==> src/rtl/subckt_pattern_driver.sv <==
// rtl/subckt_pattern_driver.sv - LFSR stimulus generator and MISR response compactor (optional: SIG_COMPARE_EN)
module subckt_pattern_driver #(
  parameter int                   LFSR_W    = 16,
  parameter logic [LFSR_W-1:0]    LFSR_TAPS = 16'hB400,
  parameter logic [LFSR_W-1:0]    SEED      = 16'hACE1,
  parameter int                   MISR_W    = 16,
  parameter logic [MISR_W-1:0]    MISR_TAPS = 16'h002D,
  parameter int                   PAT_CNT_W = 10,
  parameter int                   RESP_LAT  = 1
) (
  input  logic                 I1470_clk,
  input  logic                 I1477_rst,
  input  logic                 start,
  input  logic [PAT_CNT_W-1:0] num_pat,
  output logic [3:0]           stim_out,
  input  logic                 resp_in,
  output logic                 busy,
  output logic                 done,
  output logic [PAT_CNT_W-1:0] pat_idx,
  output logic [MISR_W-1:0]    signature
`ifdef SIG_COMPARE_EN
  ,
  input  logic [MISR_W-1:0]    exp_sig,
  output logic                 pass,
  output logic                 fail
`endif
);

  typedef enum logic [1:0] {
    S_IDLE  = 2'd0,
    S_RUN   = 2'd1,
    S_DRAIN = 2'd2,
    S_DONE  = 2'd3
  } state_t;

  // A zero seed would lock the LFSR, so it is replaced by 1.
  localparam logic [LFSR_W-1:0]    SEED_EFF   = (SEED == '0) ? {{(LFSR_W-1){1'b0}}, 1'b1} : SEED;
  localparam logic [2:0]           DRAIN_LAST = 3'(RESP_LAT);
  localparam logic [PAT_CNT_W-1:0] PAT_ONE    = {{(PAT_CNT_W-1){1'b0}}, 1'b1};

  state_t                 state_q, state_d;
  logic [LFSR_W-1:0]      lfsr_q, lfsr_d;
  logic [MISR_W-1:0]      sig_q, sig_d;
  logic [PAT_CNT_W-1:0]   pat_q, pat_d;
  logic [PAT_CNT_W-1:0]   num_q, num_d;
  logic [2:0]             drain_q, drain_d;
  logic [RESP_LAT-1:0]    vpipe_q, vpipe_d;
  logic                   push_valid;
  logic                   sample_en;

  // The response for a pattern arrives RESP_LAT cycles after it was applied.
  assign sample_en = vpipe_q[RESP_LAT-1];

  // Next-state, sequencing and datapath updates.
  always_comb begin
    state_d    = state_q;
    lfsr_d     = lfsr_q;
    sig_d      = sig_q;
    pat_d      = pat_q;
    num_d      = num_q;
    drain_d    = drain_q;
    push_valid = 1'b0;

    if (sample_en) begin
      sig_d = {sig_q[MISR_W-2:0], 1'b0}
            ^ (sig_q[MISR_W-1] ? MISR_TAPS : '0)
            ^ {{(MISR_W-1){1'b0}}, resp_in};
    end

    case (state_q)
      S_IDLE: begin
        if (start) begin
          num_d   = num_pat;
          lfsr_d  = SEED_EFF;
          sig_d   = '0;
          pat_d   = '0;
          drain_d = '0;
          state_d = (num_pat == '0) ? S_DRAIN : S_RUN;
        end
      end
      S_RUN: begin
        push_valid = 1'b1;
        lfsr_d     = (lfsr_q >> 1) ^ (lfsr_q[0] ? LFSR_TAPS : '0);
        if (pat_q == num_q - PAT_ONE) begin
          state_d = S_DRAIN;
          drain_d = '0;
        end else begin
          pat_d = pat_q + PAT_ONE;
        end
      end
      S_DRAIN: begin
        // An empty run has nothing in flight and leaves after one cycle.
        if ((num_q == '0) || (drain_q == DRAIN_LAST)) begin
          state_d = S_DONE;
        end else begin
          drain_d = drain_q + 3'd1;
        end
      end
      S_DONE: begin
        state_d = S_IDLE;
      end
      default: begin
        state_d = S_IDLE;
      end
    endcase

    vpipe_d[0] = push_valid;
    for (int i = 1; i < RESP_LAT; i++) begin
      vpipe_d[i] = vpipe_q[i-1];
    end
  end

  // State and datapath registers.
  always_ff @(posedge I1470_clk or negedge I1477_rst) begin
    if (!I1477_rst) begin
      state_q <= S_IDLE;
      lfsr_q  <= '0;
      sig_q   <= '0;
      pat_q   <= '0;
      num_q   <= '0;
      drain_q <= '0;
      vpipe_q <= '0;
    end else begin
      state_q <= state_d;
      lfsr_q  <= lfsr_d;
      sig_q   <= sig_d;
      pat_q   <= pat_d;
      num_q   <= num_d;
      drain_q <= drain_d;
      vpipe_q <= vpipe_d;
    end
  end

  assign stim_out  = (state_q == S_RUN) ? lfsr_q[3:0] : 4'h0;
  assign busy      = (state_q != S_IDLE);
  assign done      = (state_q == S_DONE);
  assign pat_idx   = pat_q;
  assign signature = sig_q;

`ifdef SIG_COMPARE_EN
  logic [MISR_W-1:0] exp_q;
  logic              pass_q;
  logic              fail_q;

  // Verdict is captured on entry to DONE so it is visible during the done pulse.
  always_ff @(posedge I1470_clk or negedge I1477_rst) begin
    if (!I1477_rst) begin
      exp_q  <= '0;
      pass_q <= 1'b0;
      fail_q <= 1'b0;
    end else if ((state_q == S_IDLE) && start) begin
      exp_q  <= exp_sig;
      pass_q <= 1'b0;
      fail_q <= 1'b0;
    end else if ((state_q == S_DRAIN) && (state_d == S_DONE)) begin
      pass_q <= (sig_d == exp_q);
      fail_q <= (sig_d != exp_q);
    end
  end

  assign pass = pass_q;
  assign fail = fail_q;
`endif

endmodule

==> config.mk <==
export PLATFORM = sky130hd
export DESIGN_NAME = subckt_pattern_driver
export DESIGN_NICKNAME = d
export VERILOG_FILES = /design/src/rtl/subckt_pattern_driver.sv
export SDC_FILE = /design/constraint.sdc
export NUM_CORES = 1
export LEC_CHECK = 0
export ABC_AREA = 1
export CORE_UTILIZATION = 54
export CTS_CLUSTER_SIZE = 12
export DETAILED_ROUTE_END_ITERATION = 7
export PLACE_DENSITY = 0.76
export SYNTH_ARGS = -nofsm -noshare
export SYNTH_HDL_FRONTEND = slang
export SYNTH_SLANG_ARGS = --single-unit
==> constraint.sdc <==
create_clock -name I1470_clk -period 2.2 [get_ports I1470_clk]
set_input_delay 0.55 -clock I1470_clk [delete_from_list [all_inputs] [get_ports I1470_clk]]
set_output_delay 0.55 -clock I1470_clk [all_outputs]
set_load 0.02 [all_outputs]
### Word-level counts from Yosys, hierarchy flattened

Index checks and enable logic that the tools add are counted.

| storage, ports and cells | value |
|---|---|
| flip-flop bits (word level) | 58 |
| word-level logic and storage cells | 56 |
| input port bits | 14 |
| output and inout port bits | 32 |

| operators by class | value |
|---|---|
| bitwise logic cells | 3 |
| muxes and demuxes | 21 |
| reductions and logical operators | 12 |
| add/subtract/negate cells | 3 |
| equality and inequality tests | 10 |

Operator list:

| kind | count |
|---|---|
| 2-to-1 mux 16 bit | 5 |
| case mux 16 bit (2 select lines) | 1 |
| logical NOT 10 bit | 2 |
| 2-to-1 mux 10 bit | 2 |
| case mux 10 bit (2 select lines) | 1 |
| bitwise XOR 15 x 16 -> 16 bit | 1 |
| bitwise XOR 16 x 1 -> 16 bit | 1 |
| bitwise XOR 16 x 6 -> 16 bit | 1 |
| adder 10 x 1 -> 10 bit (second input constant) | 1 |
| equality test 10 bit | 1 |
| != test 2 bit (second input constant) | 5 |
| subtractor 10 x 1 -> 10 bit (second input constant) | 1 |
| 2-to-1 mux 3 bit | 3 |
| case mux 3 bit (3 select lines) | 1 |
| 2-to-1 mux 2 bit | 4 |
| case mux 2 bit (4 select lines) | 1 |
| 2-to-1 mux 6 bit | 1 |
| AND reduction 3 bit | 2 |
| equality test 2 bit (second input constant) | 2 |
| 2-to-1 mux 4 bit | 1 |
| AND reduction 2 bit | 2 |
| AND reduction 4 bit | 1 |
| nonzero test 2 bit | 2 |
| adder 3 x 1 -> 3 bit (second input constant) | 1 |
| 6 further kinds | 6 |

### Longest topological paths before layout

Gate-level depths: netlist (run 1).

| depth | value |
|---|---|
| depth after elaboration | 6 |
| depth in mapped cells | 16 |
| depth with buffers taken out | 15 |

### Worst setup path after synthesis (run 1)

No wires, ideal clock.

| timing path | value |
|---|---|
| path type | register to register |
| from | register num_q[0] |
| to | register drain_q[0] |
| arrival | 1.702 ns |
| stages on the path, launching flop included | 16 |
| data required time | 2.083 ns |
| clock period less this slack | 1.819 ns |
| path slack | 0.381 ns |
| path through | dfrtp_1 > inv_1 > ha_1 > nand2_1 > nor2_1 > nand3_1 > nand2_1 > nand2_1 > inv_1 > nand2_1 > nor2_2 > nand2_1 > nand2_2 > nand3_1 > nand2_1 > nand2_1 |

| on the way | value |
|---|---|
| cells in the longest elaborated chain, start to end | 4 |

Ends and longest elaborated chain:

| element | RTL line | source |
|---|---|---|
| from (decl) | 45 | `logic [PAT_CNT_W-1:0] num_q, num_d;` |
| from (signal assigned) | 128 | `num_q <= num_d;` |
| subtractor 10 x 1 -> 10 bit / logical NOT 10 bit (equally long branches) | 84, 93 |  |
| equality test 10 bit / logical OR 1 bit (equally long branches) | 84, 93 |  |
| != test 2 bit (no line) | -- |  |
| AND reduction 4 bit (no line) * | -- |  |
| to (signal assigned) | 129 | `drain_q <= drain_d;` |
| to (decl) | 46 | `logic [2:0] drain_q, drain_d;` |

Mark *: on every way between the ends. The rest lies on a longest branch, timed or not.
A chain may end at the register's enable or synchronous reset.

### Worst setup path after layout (run 1)

| timing path | value |
|---|---|
| from | register state_q[1] |
| to | output port stim_out[3] |

| on the way | value |
|---|---|
| cells in the longest elaborated chain, start to end | 2 |

Ends and longest elaborated chain:

| element | RTL line | source |
|---|---|---|
| from (decl) | 41 | `state_t state_q, state_d;` |
| from (signal assigned) | 124 | `state_q <= state_d;` |
| equality test 2 x 1 -> 1 bit | 134 | `assign stim_out = (state_q == S_RUN) ? lfsr_q[3:0] : 4'h0;` |
| 2-to-1 mux 4 bit | 134 |  |
| to (decl) | 15 | `output logic [3:0] stim_out,` |

Every way passes these cells.

==> impl_metrics.csv, run 1 <==
group,metric,value,unit
placement,dp_cells,509,
global_route,grt_antenna_before_repair,0,
placement,hpwl,4.818,mm
clocking,path_clk_slew,60,ps
clocking,htree_num_levels,3,
setup_path,reg2reg_depth,15,
setup_path,worstPathMaxFanout,5,
setup_path,r2r-start,"num_q[1]",
yosys,synth_top_flop_cell,"dfrtp_1",
global_route,grt_pass1_vias,2665,
yosys,syn_inst,395,
setup_path,end_kind,"output pin",
final_layout,diodes,0,
clocking,cts_setup_buffers,0,
timing,slew_headroom,62.10,%
floorplan,core,5507,um2
yosys,synthesis.nets,418,
route,viasPerCell,5.189,
global_route,grt-ovfl-total,0,
setup_path,r2r_slack,260,ps
final_layout,syn_to_final_growth,24.63,%
final_layout,nets,471,
floorplan,die_h,77.76,um
status,outcome,"finished clean",
floorplan,rows,27,
timing,max_freq,475.4,MHz
timing,rsz0062_at_grt,"false",
placement,place.gp.congestion,0.8112,
yosys,seq_area_frac_synth,46.83,%
yosys,ys_ff_latch,58,
setup_path,critPathLaunchType,"flip-flop",
clocking,cts_sinks,58,
route,firstDrtPassIters,4,
route,drc,0,
setup_path,r2r-end,"pat_idx[9]",
timing,tightestPinTransition,568.5,ps
timing,final-setup-viol-count,0,
route,drtIter0Drc,98,
setup_path,crit_required,1650,ps
timing,hold_viol,0,
timing,period_minus_slack,2104,ps
timing,skew,4.774,ps
placement,io_buffer_count,45,
floorplan,start_util,56.28,%
yosys,yosys_warnings,0,
pwr,leakage,1.907,nW
yosys,synth_edf_count,0,
yosys,syn_avg_cell_area,7.846,um2
setup_path,slowest_stage,"dfrtp_1",
clocking,clockRootBuffer,"clkbuf_8",
route,postRouteAntennaNets,0,
clocking,clock_latency,330,ps
clocking,cts_buffer_depth,2,
floorplan,die_width,77.76,um
global_route,grtUsageTotal,25.57,%
yosys,netlist-cell-type-count,30,
global_route,grt_max_degree,28,
yosys,synth_area,3099,um2
final_layout,final_cells,524,
timing,post-route-period-util,95.62,%
timing,drv_slew,0,
floorplan,die-area,6047,um2
pwr,cellPowerDensity,1413,nW/um2
flow_run,maxCapViolations,0,
timing,tns,0,ps
floorplan,io_pins,46,
setup_path,critPathMaxStageDelay,420,ps
pwr,ir_worst_vdd,898.8,uV
route,routed_wirelength,6.901,mm
clocking,cts-buffers-inserted,9,
global_route,grt_pass1_wl,11.86,mm
final_layout,layout_common_cells,"nand2_1 (109), dfrtp_1 (58), inv_1 (47), nor2_1 (46), clkdlybuf4s50_1 (39)",
min_path,hold_path.class,"input port to async pin",
clocking,cts_tree,"built",
route,routedWlPerCell,13.17,um
yosys,async_reset_ff_share,100.0,%
setup_path,crit_chain,"inv_1 > ha_2 > nand2_1 > inv_1 > dlygate4sd2_1",
setup_path,path_class,"flip-flop to output pin",
final_layout,drive_gt1_share,8.850,%
setup_path,arrival,1550,ps
route,routed-via-count,2719,
setup_path,cp_common_cell,"inv_1",
final_layout,layout_commonest_cell,"nand2_1",
## report_power, final
| part | total [mW] | switching, mW | leakage, nW | internal [mW] |
|---|---|---|---|---|
| Combinational | 2.63 | 1.57 | 1.07 | 1.05 |
| Clock | 1.00 | 0.396 | 0.106 | 0.608 |
| Sequential | 1.83 | 0.355 | 0.729 | 1.47 |
## layout make-up
type	instances	area [um2]
Tap cell	72	90.09
Clock inverter	2	35.03
Multi-Input combinational cell	274	1403
Fill cell	454	1644
Inverter	50	187.7
Sequential cell	58	1451
Timing Repair Buffer	55	526.8
Clock buffer	13	168.9
## flip-flops by register name (all words and copies together) (netlist names)
register / count
drain_q: 3
num_q: 10
signature: 16
pat_idx: 10
state_q: 2
sample_en: 1
lfsr_q: 16
## worst max path at each step
stage	start	end	slack [ps]	cells after the start
after global routing	state_q[1]	stim_out[3]	3	5
after CTS	state_q[1]	stim_out[3]	100	5
after floorplan	num_q[0]	drain_q[0]	380	15
after global placement	state_q[1]	stim_out[3]	190	5
final	state_q[1]	stim_out[3]	100	5
after detailed placement	state_q[1]	stim_out[3]	160	5
## routing by layer
layer  track usage (%)  part of all wire, %  vias up
met5                 0                    0        -
met4             9.811                  1.5        0
met3             6.588                  4.3       11
met2             43.81                   51       65
met1             30.74                   43     1292
li1                  -                    -     1351
## synthesized netlist by cell type (8+ instances only)
cell / n / area, um2
clkbuf_1: 9 / 33.78
ha_1: 9 / 112.6
xnor2_1: 13 / 113.9
nand3_1: 16 / 80.08
o21ai_0: 23 / 115.1
xor2_1: 8 / 70.07
dfrtp_1: 58 / 1451
inv_1: 48 / 180.2
nand4_1: 9 / 56.30
nor2_1: 47 / 176.4
nand2_1: 109 / 409.1
## cell families after synthesis
logic type      synth area share [%]
fa+ha+maj                      3.633
simple gates                   26.77
buf+inv                        8.154
compound gates                 8.680
flops                          46.83
xor+xnor                       5.935
## metrics by stage
step | area [um2] | setup WS, ps | power, mW | hold WS [ps] | utilization, %
floorplan | 3099 | 381.3 | 3.573 | 254.4 | -
global placement | 3657 | 185.9 | 4.377 | 474.2 | 66.42
CTS | 3857 | 95.10 | 5.472 | 213.4 | 70.05
global route | 3862 | 3.209 | 5.905 | 227.1 | 70.14
finish | 3862 | 96.36 | 5.457 | 208.6 | 70.14
detailed placement | 3657 | 155.2 | 4.454 | 474.9 | 66.42
## worst max-delay path, delay by kind of cell (launching register included)
family | cells | cell delay (ps)
buffers and inverters | 3 | 490
DFF | 1 | 420
adders and majority gates | 1 | 230
and+or+nand+nor | 1 | 80
## repair_timing
item	CTS	global route
endpoints found under the hold margin	0	0
pin swaps	0	0
resized for setup	6	3
setup endpoints to repair	5	11
hold buffers	0	0
(Power assumes the default switching activity.)
==> inputs of run 2 (changes only) <==
--- a/config.mk
+++ b/config.mk
@@ -9,2 +9,3 @@
 export CORE_UTILIZATION = 54
+export CTS_CLUSTER_DIAMETER = 60
 export CTS_CLUSTER_SIZE = 12
@@ -12,2 +13,3 @@
 export PLACE_DENSITY = 0.76
+export SKIP_LAST_GASP = 1
 export SYNTH_ARGS = -nofsm -noshare
==> constraint.sdc (replaced) <==
create_clock -name I1470_clk -period 2.2 [get_ports I1470_clk]
set_input_delay 0.22 -clock I1470_clk [delete_from_list [all_inputs] [get_ports I1470_clk]]
set_output_delay 0.22 -clock I1470_clk [all_outputs]
set_load 0.02 [all_outputs]
==> run 2 against run 1 <==
  * Core utilization grew 1.1 points
  * Flip-flop and latch count is the same
  * Register-to-register slack lost 60 ps
  * Count of clock-buffer cells in the layout is the same
  * Critical path depth is the same
  * Sequential power is essentially flat
  * Worst setup slack gained 2.0 ps
  * Routed wire length grew 0.84%
  * Critical path type unchanged
  * Worst hold slack lost 190 ps
  * Largest cell class unchanged
==> impl_metrics.csv, run 2 (synthesis gave the netlist of run 1 again) <==
group,metric,value,unit
setup_path,path_depth,5,
timing,period_minus_slack,2102,ps
pwr,p_int,3.234,mW
global_route,grt_antenna_before_repair,0,
final_layout,final_cell_area,3924,um2
placement,hpwl,4.677,mm
pwr,pwr-share-clk,17.9,%
route,postRouteAntennaNets,0,
setup_path,path_class,"flip-flop to output pin",
pwr,ir_worst_vdd,824.7,uV
floorplan,die-area,6047,um2
route,drc,0,
timing,rsz0062_at_grt,"true",
placement,place.gp.congestion,0.8390,
final_layout,layout_common_cells,"nand2_1 (108), dfrtp_1 (58), inv_1 (46), nor2_1 (46), clkdlybuf4s50_1 (44)",
timing,final-setup-viol-count,0,
setup_path,r2r-start,"num_q[0]",
floorplan,rows,27,
timing,tightestPinTransition,708.5,ps
final_layout,nets,475,
setup_path,arrival,1880,ps
timing,tns,0,ps
clocking,cts_sinks,58,
route,routed_wirelength,6.959,mm
clocking,cts_tree,"built",
setup_path,end_kind,"output pin",
setup_path,critical_path.top_delay_family,"buffers and inverters",
setup_path,reg2reg_depth,15,
pwr,switchingPower,2.420,mW
final_layout,diodes,0,
final_layout,syn_to_final_growth,26.60,%
pwr,p_sw_share,42.80,%
route,firstDrtPassIters,4,
clocking,cts_buffer_depth,2,
floorplan,die_h,77.76,um
clocking,cts-buffers-inserted,9,
clocking,cts_hold_buf,0,
final_layout,drive_gt1_share,10.31,%
clocking,htree_num_levels,3,
status,outcome,"finished clean",
pwr,cellPowerDensity,1441,nW/um2
global_route,grt_max_degree,59,
route,routed-via-count,2716,
placement,io_buffer_count,45,
setup_path,r2r-end,"pat_idx[5]",
final_layout,layout_commonest_cell,"nand2_1",
clocking,clockRootBuffer,"clkbuf_8",
global_route,grtUsageTotal,25.13,%
route,routedWlPerCell,13.18,um
global_route,grt-ovfl-total,0,
min_path,hold_path.class,"input port to async pin",
setup_path,crit_buf_inv,3,
placement,dpl_cell_area,3622,um2
setup_path,slowest_stage,"clkdlybuf4s50_1",
floorplan,die_width,77.76,um
floorplan,io_pins,46,
timing,slew_headroom,52.76,%
timing,skew,8.400,ps
flow_run,maxCapViolations,0,
pwr,combPwrFrac,49.8,%
timing,drv_slew,0,
pwr,seq_power_share,32.3,%
timing,post-route-period-util,95.53,%
clocking,path_clk_slew,60,ps
setup_path,critPathMaxStageDelay,590,ps
setup_path,cp_common_cell,"inv_1",
pwr,leakage,1.907,nW
floorplan,start_util,56.28,%
timing,holdWs,16.36,ps
floorplan,core,5507,um2
setup_path,critPathLaunchType,"flip-flop",
global_route,grt_pass1_vias,2591,
route,viasPerCell,5.144,
clocking,clock_latency,340,ps
timing,max_freq,475.8,MHz
setup_path,crit_required,1980,ps
setup_path,r2r_slack,200,ps
timing,hold_viol,0,
route,drtIter0Drc,147,
global_route,grt_pass1_wl,11.79,mm
setup_path,crit_chain,"inv_1 > ha_2 > nand2_1 > inv_1 > clkdlybuf4s50_1",
setup_path,worstPathMaxFanout,7,
## run 2: changes by cell type in the layout (fill, tap and decap cells not counted), sizes merged
cell,delta
buf,+3
clkdlybuf4s50,+5
dlygate4sd2,-5
nand2,+1
## run 2: layout make-up
| class | count | area [um2] |
|---|---|---|
| well taps | 72 | 90.09 |
| fillers | 447 | 1583 |
| repair buffers | 58 | 543.0 |
| clock buffers | 13 | 168.9 |
| inverters | 50 | 187.7 |
| multi-input cells | 275 | 1448 |
| clock inverters | 2 | 35.03 |
| flip-flops and latches | 58 | 1451 |
## run 2: per-stage QoR
stage | setup WS, ps | utilization [%] | instances | power [mW]
final | 98.32 | 71.26 | 528 | 5.655
after CTS | 27.90 | 69.48 | 521 | 5.450
after global placement | 222.3 | 65.78 | 506 | 4.344
after detailed placement | 83.91 | 65.78 | 506 | 4.411
after floorplan | 381.3 | - | 395 | 3.573
after global routing | -15.69 | 71.26 | 528 | 6.106
## run 2: how the worst max path moves through the flow
stage / slack, ps / start / end
floorplan: 380 / num_q[0] / drain_q[0]
CTS: 30 / state_q[1] / stim_out[3]
global route: -20 / state_q[1] / lfsr_q[3]
detailed placement: 80 / num_q[0] / pat_idx[3]
finish: 100 / state_q[1] / stim_out[3]
global placement: 220 / num_q[0] / pat_idx[9]
## run 2: power groups by stage
stage               clock network (mW)  registers [mW]  logic, mW
global placement                     0            1.82       2.52
global route                      1.07            1.88       3.15
detailed placement                   0            1.83       2.58
CTS                               1.03            1.82       2.60
floorplan                            0            1.91       1.66
finish                            1.01            1.82       2.82
## run 2: per-layer routing
metal | track usage [%] | up-vias | share of wire [%]
met5 | 0 | - | 0
met4 | 12.64 | 0 | 2.6
met3 | 5.059 | 17 | 3.5
met2 | 41.06 | 61 | 49
met1 | 31.66 | 1280 | 45
li1 | - | 1358 | -
## run 2: worst register-to-register path, stage by stage, from the launching register on
cell and delay, ps:
dfrtp_1 410, inv_2 110, ha_2 220, nand2_2 100
nor2_4 140, nand3_1 80, nand2_1 70, nand2_1 50
inv_1 40, nand2_1 70, nor2_4 140, nand3_4 130
nand2_8 120, inv_1 90, nand2_1 70, nand2_1 50
## run 2: timing repair
item,4_1_cts,5_1_grt
setup endpoints to repair,0,19
buffers inserted,0,6
gates resized for setup,0,11
==> inputs of run 3 (changes only) <==
CORE_UTILIZATION = 55   (was 54)
DONT_BUFFER_PORTS = 1   (was default)
PLACE_DENSITY = 0.66   (was 0.76)
SLEW_MARGIN = 15   (was default)
==> run 3 against run 2 <==
  * Clock power grew 11%
  * Cell area is 10% lower
  * Via count fell by 8.7%
  * Sequential share of layout area rose by 4.2 points
  * Count of clock-buffer cells in the layout decreased by 1
  * Worst hold slack got worse by 0.75 ps
  * Critical endpoint is now pat_idx[7]
  * Largest cell class unchanged
  * Largest power group unchanged
==> impl_metrics.csv, run 3 (synthesis gave the netlist of run 1 again) <==
group,metric,value,unit
clocking,cts_tree,"built",
pwr,cellPowerDensity,1488,nW/um2
floorplan,io_pins,46,
clocking,cts_buffer_depth,2,
global_route,grt_max_degree,59,
setup_path,end_kind,"flip-flop",
timing,skew,2.989,ps
clocking,cts_setup_buffers,0,
timing,hold_viol,0,
final_layout,diodes,0,
pwr,leakage,1.766,nW
clocking,clockRootBuffer,"clkbuf_8",
global_route,grt-ovfl-total,0,
timing,max_freq,499.7,MHz
floorplan,rows,26,
setup_path,critPathMaxStageDelay,390,ps
setup_path,slowest_stage,"dfrtp_1",
timing,tns,0,ps
route,drc,0,
timing,post-route-period-util,90.97,%
floorplan,die-area,5939,um2
global_route,grtUsageTotal,25.52,%
floorplan,start_util,58.81,%
floorplan,die_width,77.07,um
floorplan,die_h,77.07,um
setup_path,crit_buf_inv,2,
floorplan,core,5270,um2
setup_path,arrival,2230,ps
clocking,clock_latency,340,ps
route,firstDrtPassIters,4,
min_path,hold_path.class,"input port to flip-flop",
timing,final-setup-viol-count,0,
clocking,cts_sinks,58,
route,viasPerCell,5.126,
pwr,p_total,5.237,mW
final_layout,syn_to_final_growth,13.56,%
pwr,ir_worst_vdd,792.8,uV
route,drtIter0Drc,126,
status,outcome,"finished clean",
flow_run,maxCapViolations,0,
timing,slew_headroom,66.11,%
global_route,grt_pass1_wl,11.65,mm
route,routed-via-count,2481,
final_layout,layout_commonest_cell,"nand2_1",
route,postRouteAntennaNets,0,
timing,drv_slew,0,
setup_path,critPathLaunchType,"flip-flop",
global_route,grt_pass1_vias,2544,
timing,period_minus_slack,2001,ps
final_layout,nets,432,
setup_path,worstPathMaxFanout,16,
clocking,htree_num_levels,3,
clocking,cts-buffers-inserted,9,
setup_path,cp_common_cell,"nand2_1",
placement,place.gp.congestion,0.8783,
placement,io_buffer_count,0,
route,routed_wirelength,6.630,mm
route,routedWlPerCell,13.70,um
clocking,path_clk_slew,60,ps
timing,rsz0062_at_grt,"false",
timing,tightestPinTransition,503.7,ps
setup_path,crit_required,2430,ps
final_layout,layout_common_cells,"nand2_1 (109), dfrtp_1 (58), inv_1 (47), nor2_1 (46), o21ai_0 (23)",
setup_path,path_class,"flip-flop to flip-flop",
setup_path,crit_chain,"inv_1 > ha_2 > xor2_1 > nand2_1 > nor2_1 > nand3_1 > nor2_2 > nand3_2 > nand2_8 > inv_1 > nand2_1 > nand2_1",
setup_path,critical_path.top_delay_family,"simple AND/OR/NAND/NOR gates",
global_route,grt_antenna_before_repair,0,
final_layout,drive_gt1_share,9.420,%
placement,hpwl,4.490,mm
[run 3: final timing paths]
check                      depth (start not counted)       start  slack, ps    endpoint
max                                               12    num_q[0]        200  pat_idx[7]
min                                                2  num_pat[2]         20    num_q[2]
max reg2reg                                       12    num_q[0]        200  pat_idx[7]
min reg2reg                                        2   lfsr_q[2]        490   lfsr_q[2]
max in group asynchronous                          2   I1477_rst       1520  lfsr_q[10]
min in group asynchronous                          2   I1477_rst        430    num_q[3]
[run 3: layout make-up]
type / instances / area [um2]
Sequential cell: 58 / 1451
Clock buffer: 12 / 155.1
Timing Repair Buffer: 16 / 155.1
Inverter: 50 / 187.7
Tap cell: 70 / 87.58
Clock inverter: 4 / 73.82
Multi-Input combinational cell: 274 / 1409
Fill cell: 459 / 1750
[run 3: timing repair]
action	CTS	global route
hold buffers	7	0
hold endpoints to repair	63	0
resized for setup	0	4
setup endpoints to repair	0	12
[run 3: power breakdown]
part	internal (mW)	switching (mW)	leakage, nW	total, mW
clock	0.700	0.424	0.117	1.12
sequential	1.47	0.553	0.729	2.02
combinational	0.771	1.32	0.921	2.09
[run 3: stage by stage]
stage          hold slack, ps  setup slack (ps)  utilization, %  instance area, um2  cells
6_report                15.61             198.6           66.79                3520    484
5_1_grt                 21.27             11.94           66.79                3520    484
4_1_cts                 1.615             153.1           66.52                3506    484
3_5_place_dp           -74.44             154.5           60.52                3189    461
3_3_place_gp           -74.60             264.3           60.52                3189    461
2_1_floorplan          -75.59             381.3               -                3099    395
[run 3: layer usage]
metal  up-vias  share of wire (%)  routed length (um)  GRT usage, %
met5         -                  0                   0             0
li1       1276                  -                   -             -
met3        17                4.1                 272         5.000
met1      1142                 48                3164         32.79
met4         0                2.6                 174         14.34
met2        46                 46                3018         40.36
